`config.mk`:
```
export PLATFORM = sky130hd
export DESIGN_NAME = mul_sequencer
export DESIGN_NICKNAME = d
export VERILOG_FILES = /design/src/rtl/mul_sequencer.sv
export SDC_FILE = /design/constraint.sdc
export NUM_CORES = 1
export LEC_CHECK = 0
export ABC_AREA = 0
export ABC_CLOCK_PERIOD_IN_PS = 4250
export CORE_ASPECT_RATIO = 1.75
export CORE_MARGIN = 3
export CORE_UTILIZATION = 50
export CTS_BUF_LIST = sky130_fd_sc_hd__clkbuf_2
export DETAILED_ROUTE_END_ITERATION = 8
export HOLD_SLACK_MARGIN = 0.06
export PLACE_DENSITY = 0.77
export SLEW_MARGIN = 40
export SYNTH_ARGS = -nofsm -noshare
export SYNTH_HDL_FRONTEND = slang
export SYNTH_SLANG_ARGS = --single-unit
```
`constraint.sdc`:
```
create_clock -name clk_i -period 4.25 [get_ports clk_i]
set_input_delay 0.85 -clock clk_i [delete_from_list [all_inputs] [get_ports clk_i]]
set_output_delay 0.85 -clock clk_i [all_outputs]
set_load 0.005 [all_outputs]
```
`src/rtl/mul_sequencer.sv`:
```
// rtl/mul_sequencer.sv - two-port round-robin shared radix-2 shift-add multiplier for RV32M ops
module mul_sequencer #(
  parameter int XLEN = 32
) (
  input  logic            clk_i,
  input  logic            rst_i,
  input  logic            flush_i,
  input  logic            req0_valid_i,
  output logic            req0_ready_o,
  input  logic [1:0]      req0_op_i,
  input  logic [XLEN-1:0] req0_a_i,
  input  logic [XLEN-1:0] req0_b_i,
  input  logic            req1_valid_i,
  output logic            req1_ready_o,
  input  logic [1:0]      req1_op_i,
  input  logic [XLEN-1:0] req1_a_i,
  input  logic [XLEN-1:0] req1_b_i,
  output logic            resp_valid_o,
  input  logic            resp_ready_i,
  output logic            resp_id_o,
  output logic [XLEN-1:0] resp_result_o,
  output logic            busy_o
);

  localparam int CW = $clog2(XLEN);
  localparam logic [1:0] OP_MUL    = 2'b00;
  localparam logic [1:0] OP_MULH   = 2'b01;
  localparam logic [1:0] OP_MULHSU = 2'b10;

  typedef enum logic [1:0] {S_IDLE, S_CALC, S_FIX, S_DONE} state_t;

  state_t            state, state_next;
  logic              rr_ptr;
  logic [CW-1:0]     count;
  logic [2*XLEN-1:0] product;
  logic [XLEN-1:0]   mcand;
  logic              id_q;
  logic [1:0]        op_q;
  logic              neg_flag;
  logic              resp_valid_q;
  logic              resp_id_q;
  logic [XLEN-1:0]   resp_result_q;

  logic              grant_id;
  logic              accept;
  logic [1:0]        sel_op;
  logic [XLEN-1:0]   sel_a, sel_b, mag_a, mag_b;
  logic              a_neg, b_neg;
  logic [XLEN:0]     sum;
  logic [2*XLEN-1:0] product_next;
  logic [2*XLEN-1:0] fixed;
  logic              calc_last;
  logic              resp_fire;

  // Arbitration; readies are also gated by reset so nothing is accepted while held in reset.
  always_comb begin
    grant_id     = (req0_valid_i & req1_valid_i) ? rr_ptr : req1_valid_i;
    accept       = (state == S_IDLE) & rst_i & ~flush_i & (req0_valid_i | req1_valid_i);
    req0_ready_o = accept & ~grant_id;
    req1_ready_o = accept & grant_id;
  end

  always_comb begin
    sel_op = grant_id ? req1_op_i : req0_op_i;
    sel_a  = grant_id ? req1_a_i  : req0_a_i;
    sel_b  = grant_id ? req1_b_i  : req0_b_i;
    a_neg  = ((sel_op == OP_MULH) | (sel_op == OP_MULHSU)) & sel_a[XLEN-1];
    b_neg  = (sel_op == OP_MULH) & sel_b[XLEN-1];
    mag_a  = a_neg ? -sel_a : sel_a;
    mag_b  = b_neg ? -sel_b : sel_b;
  end

  // Carry out of the add lands in the top bit, which the right shift brings back into range.
  always_comb begin
    sum          = product[0] ? ({1'b0, product[2*XLEN-1:XLEN]} + {1'b0, mcand})
                              : {1'b0, product[2*XLEN-1:XLEN]};
    product_next = {sum, product[XLEN-1:1]};
    fixed        = neg_flag ? -product : product;
    calc_last    = (count == CW'(XLEN-1));
    resp_fire    = resp_valid_q & resp_ready_i;
  end

  always_ff @(posedge clk_i) begin
    if (!rst_i) begin
      state <= S_IDLE;
    end else begin
      state <= state_next;
    end
  end

  always_comb begin
    state_next = state;
    busy_o     = (state != S_IDLE);
    unique case (state)
      S_IDLE: if (accept) state_next = S_CALC;
      S_CALC: begin
        if (flush_i)        state_next = S_IDLE;
        else if (calc_last) state_next = S_FIX;
      end
      S_FIX:  state_next = flush_i ? S_IDLE : S_DONE;
      S_DONE: if (flush_i | resp_fire) state_next = S_IDLE;
      default: state_next = S_IDLE;
    endcase
  end

  always_ff @(posedge clk_i) begin
    if (!rst_i) begin
      rr_ptr        <= 1'b0;
      count         <= '0;
      product       <= '0;
      mcand         <= '0;
      id_q          <= 1'b0;
      op_q          <= OP_MUL;
      neg_flag      <= 1'b0;
      resp_valid_q  <= 1'b0;
      resp_id_q     <= 1'b0;
      resp_result_q <= '0;
    end else begin
      unique case (state)
        S_IDLE: begin
          if (accept) begin
            id_q     <= grant_id;
            op_q     <= sel_op;
            mcand    <= mag_a;
            product  <= {{XLEN{1'b0}}, mag_b};
            count    <= '0;
            neg_flag <= a_neg ^ b_neg;
            rr_ptr   <= ~grant_id;
          end
        end
        S_CALC: begin
          if (!flush_i) begin
            product <= product_next;
            count   <= count + CW'(1);
          end
        end
        S_FIX: begin
          if (!flush_i) begin
            product       <= fixed;
            resp_result_q <= (op_q == OP_MUL) ? fixed[XLEN-1:0] : fixed[2*XLEN-1:XLEN];
            resp_id_q     <= id_q;
            resp_valid_q  <= 1'b1;
          end
        end
        S_DONE: begin
          if (flush_i | resp_fire) resp_valid_q <= 1'b0;
        end
        default: resp_valid_q <= 1'b0;
      endcase
    end
  end

  assign resp_valid_o  = resp_valid_q;
  assign resp_id_o     = resp_id_q;
  assign resp_result_o = resp_result_q;

endmodule

```
# Word-level counts from Yosys, hierarchy flattened
# Cells that the tools add are included.
# Widths: inputs -> output; s select.
[word_totals]
reg_bits = 142
n_memories = 0
word_cells = 79
inputBits = 138
out_inout_bits = 37
mem_bits_rw = 0
latchBits = 0
rom_bits = 0
[classes]
shifts = 0
div_mod_pow = 0
n_eq_ne = 11
bitwise = 15
n_addsub = 5
n_lt_le_gt_ge = 0
reduce_logical = 12
multipliers = 0
mux = 25
[op_table]
columns = ["operator", "n"]
rows = [
  ["$mux 64", 4],
  ["$pmux 64 s3", 1],
  ["$mux 32", 5],
  ["$neg 32->32", 2],
  ["$neg 64->64", 1],
  ["$add 32x32->33", 1],
  ["$mux 33", 1],
  ["$mux 2", 6],
  ["$mux 5", 2],
  ["$pmux 5 s2", 1],
  ["$and 1x1->1", 9],
  ["$reduce_and 3->1", 3],
  ["$ne 2x2->1 const B", 4],
  ["$pmux 2 s4", 1],
  ["$eq 2x2->1 const B", 3],
  ["$reduce_bool 2->1", 3],
  ["$add 5x1->5 const B", 1],
  ["$eq 5x5->1 const B", 1],
  ["$eq 2x1->1 const B", 2],
  ["$logic_not 2->1", 2],
  ["$reduce_and 2->1", 2],
  ["$reduce_and 4->1", 1],
  ["$mux 1", 3],
  ["$ne 3x3->1 const B", 1],
  ["other kinds (5)", 8],
]

# Logic depth before layout (Yosys ltp)
[logic_depth]
word_depth = 8
ltp_mapped = 18
ltp_nobuf = 12

# Worst setup path before layout
# Ideal clock, no wire load.
[synth_timing]
path_kind = "in2reg"
start = "in req1_valid_i"
end = "reg mcand[2]"
n_path_buf = 8
t_arrival_ns = 4.419
required_ns = 4.122
cell_stages = 17
setup_ns = 0.128
slack_ns = -0.297
path_cell_list = "clkbuf_1 nand2_1 buf_2 buf_2 buf_2 buf_1 buf_1 mux2i_1 ha_1 or2_2 clkbuf_1 clkbuf_1 nor2_1 xor2_1 nor2_1 a21oi_1 nor2_1"
[synth_between]
elab_chain_len = 7
word_cells_on_any_way = 13
classes_between = "1 x add/sub; 2 x eq/ne; 4 x mux; 5 x bitwise; 1 x reduce/logical"
[synth_lines]
columns = ["item", "line_no", "source"]
rows = [
  ["start, declared", "13", "input logic req1_valid_i,"],
  ["parallel branches: the longest is 7 deep, another holds $neg 32->32", "n/a", ""],
  ["end signal, assigned", "124", "mcand <= mag_a;"],
  ["end, declared", "36", "logic [XLEN-1:0] mcand;"],
]
# Parallel ways; which one is timed is not known.
# A chain may end at the register's enable or synchronous reset.

# Final worst setup path
[layout_timing]
start = "in req0_valid_i"
end = "out req1_ready_o"
[layout_between]
elab_chain_len = 3
word_cells_on_any_way = 5
classes_between = "1 x mux; 4 x bitwise"
[layout_lines]
columns = ["item", "line_no", "source"]
rows = [
  ["start, declared", "8", "input logic req0_valid_i,"],
  ["$or 1x1->1 / $and 1x1->1 (equally long branches)", "58, 57", ""],
  ["$and 1x1->1 / $mux 1 (equally long branches)", "58, 57", ""],
  ["$and 1x1->1 (*)", "60", "req1_ready_o = accept & grant_id;"],
  ["end, declared", "14", "output logic req1_ready_o,"],
]
# Mark *: on every way between the ends. The rest lies on a longest branch, timed or not.

==> impl_metrics.csv <==
group,metric,value,unit
yosys,synth_warnings,0,
die,die_w,123,um
route,drc,0,
clock_network,root_buffer,"clkbuf_2",
critical_path,path_cells,"clkdlybuf4s50_1 -> nand2b_1 -> nand2_4 -> buf_12 -> nor2_1 -> clkdlybuf4s50_1",
die,core_area,23400,um^2
global_route,grt_max_degree,76,
critical_path,cp_num_buf_inv,3,
worst_hold_path,holdCritPathClass,"input port to flip-flop",
pwr,p_total,3.95,mW
global_route,grt_pass1_wl,71800,um
critical_path,worst_setup_path_end_kind,"primary output",
critical_path,cp-startpoint,"req0_valid_i",
timing,layout_setup_ws,0.390,ns
critical_path,worstSetupStartpointType,"input port",
clock_network,htreeDepth,4,
clock_network,cts_hold_buffers,0,
route,wl_per_cell,21.9,um
timing,max_freq,0.259,GHz
pwr,ir_worst_vdd,0.000185,V
yosys,syn_area_per_cell,7.34,um^2
pwr,power_leakage,5.71,nW
pwr,power_density,271,nW/um^2
global_route,grt_pass1_vias,12900,
die,initial_utilization,51.2,%
finish,syn_to_final_growth,21.3,%
pwr,power_frac_clock,21.7,%
timing,setup-tns-final,0,ns
timing,slew_viol_final,0,
clock_network,clk_latency,0.84,ns
yosys,ys_ff_latch,142,
route,dr_total_vias,13500,
critical_path,crit_slowest_cell,"clkdlybuf4s50_1",
route,wl,46100,um
critical_path,path_class,"input port to primary output",
critical_path,critPathMaxStageDelay,0.55,ns
clock_network,cts_setup_buffers,0,
finish,layout.nets,1975,
placement,portBuffers,174,
critical_path,critPathTopFamily,"buffers and inverters",
yosys,synth.distinct_cells,73,
critical_path,cp_common_cell,"clkdlybuf4s50_1",
global_route,grt-ovfl-total,0,
clock_network,cts_num_sinks,142,
yosys,synth_nets,1815,
timing,hold_viol_final,0,
critical_path,r2r-start,"product[9]",
pwr,combPwrFrac,38.5,%
global_route,antenna_found_initial,1,
pwr,swShare,40.6,%
clock_network,cts_tree,"built",
timing,slew_headroom,43.3,%
yosys,ys_async_sr_fraction,0,%
critical_path,crit_path_max_fanout,39,
clock_network,clkTransAtPathRegs,0.21,ns
timing,worstMarginPinSlew,0.848,ns
yosys,synth-edff-count,0,
worst_hold_path,min-delay-start,"rst_i",
clock_network,ctsResizeCount,0,
yosys,synth_area,12000,um^2
critical_path,arrival,3.01,ns
timing,fin_crit,3.86,ns
clock_network,cts_buffers,17,
run_status,status,"completed",
placement,gp_congestion,1.05,
placement,dp_hpwl,36300,um
run,cap_violations,0,
route,firstDrtPassIters,6,
pwr,power_switching,1.60,mW
yosys,ys_seq_area_share,23.7,%
pwr,pwr-share-seq,39.8,%
clock_network,clockBufferDepth,2,
timing,finClkSkew,0.0448,ns
route,drtIter0Drc,1423,
yosys,synth_cells,1633,
global_route,track_usage,35.7,%
die,die_area,25900,um^2
pwr,p_int,2.34,mW
placement,pre_cts_ws,0.0317,ns
timing,finalSetupViolCount,0,
die,num_rows,74,
die,io_pins,175,
yosys,ys.flop_type,"dfxtp_1",
die,die_y,211,um
route,viasPerCell,6.40,
route,postRouteAntennaNets,0,
critical_path,cp.required,3.40,ns
finish,final_layout_size_suffix_gt1_share,7.48,%
timing,period_share,90.8,%
timing,rsz0062_at_grt,"no",
## kinds of logic after synthesis
group           after synthesis  share of synthesized area (%)
buf+inv                     146                           4.66
fa+ha+maj                    44                           4.66
compound gates              550                           30.0
flops                       142                           23.7
xor+xnor                    131                           9.57
simple gates                561                           22.4
mux                          59                           5.00
## worst paths after layout
kind                 endpoint  slack [ns]  cells past startpoint
max reg2reg       product[59]        0.42                      8
max              req1_ready_o        0.39                      6
min               product[41]        0.37                      2
min reg2reg  resp_result_o[8]        0.46                      2
## area by class of cell
type                    instances  area, um^2
fillers                      2203        8890
multi-input cells            1345        8600
flip-flops and latches        142        2840
repair buffers                251        2340
well taps                     304         380
clock inverters                13         149
inverters                      36         135
clock buffers                  17        85.1
diodes                          1        2.50
## through the flow
step | hold slack, ns | util [%] | cells | area (um^2)
2_1_floorplan | 0.433 | - | 1633 | 12000
3_3_place_gp | 0.434 | 61.0 | 2078 | 14300
5_1_grt | 0.354 | 62.1 | 2109 | 14500
3_5_place_dp | 0.436 | 61.0 | 2078 | 14300
4_1_cts | 0.320 | 62.0 | 2108 | 14500
6_report | 0.375 | 62.1 | 2109 | 14500
## cells in the mapped netlist, types with 30 or more instances
cell type | n | share of area (%)
a21oi_1 | 126 | 5.3
clkbuf_1 | 94 | 2.9
dfxtp_1 | 142 | 24
ha_1 | 43 | 4.5
inv_1 | 32 | 1.0
mux2i_1 | 52 | 4.3
nand2_1 | 199 | 6.2
nand3_1 | 52 | 2.2
nor2_1 | 106 | 3.3
nor3_1 | 52 | 2.2
o21ai_0 | 147 | 6.1
o31ai_1 | 30 | 1.9
xnor2_1 | 69 | 5.0
xor2_1 | 62 | 4.5
## state kept, by name, indices dropped and copies added (netlist names)
name / flops
op_q: 2
state: 2
rr_ptr: 1
id_q: 1
product: 64
resp_id_o: 1
resp_valid_o: 1
count: 5
mcand: 32
neg_flag: 1
resp_result_o: 32
## power groups by stage
| stage | clock [mW] | combinational (mW) | sequential, mW |
|---|---|---|---|
| 2_1_floorplan | 0 | 0.958 | 1.53 |
| 3_3_place_gp | 0 | 1.46 | 1.59 |
| 5_1_grt | 0.913 | 1.64 | 1.58 |
| 4_1_cts | 0.856 | 1.48 | 1.56 |
| 6_report | 0.857 | 1.52 | 1.57 |
| 3_5_place_dp | 0 | 1.47 | 1.59 |
## metal layers
layer	GRT usage (%)	part of all wire [%]
met3	5.60	7.2
met4	23.1	7.7
met1	42.6	37
met5	0	0
met2	58.7	48
## placed cells by master (no fill, tap or decap), types with 13 or more instances in the layout
cell             netlist  routed
a211oi_1              27      27
a21boi_0              18      18
a21o_1                20      20
a21oi_1              126     126
a221oi_1              18      18
a31oi_1               19      19
and2_1                17      17
and3_1                16      16
buf_4                  1      75
clkbuf_2               0      17
clkdlybuf4s50_1        0     173
dfxtp_1              142     141
ha_1                  43      43
inv_1                 32      32
mux2i_1               52      52
nand2_1              199     198
nand3_1               52      52
nand4_1               13      13
nor2_1               106     104
nor3_1                52      51
o211ai_1              18      18
o21a_1                14      14
o21ai_0              147     147
o221ai_1              14      14
o31ai_1               30      30
o41ai_1               13      13
or3_1                 27      27
xnor2_1               69      69
xor2_1                62      62
(Power assumes the default switching activity.)
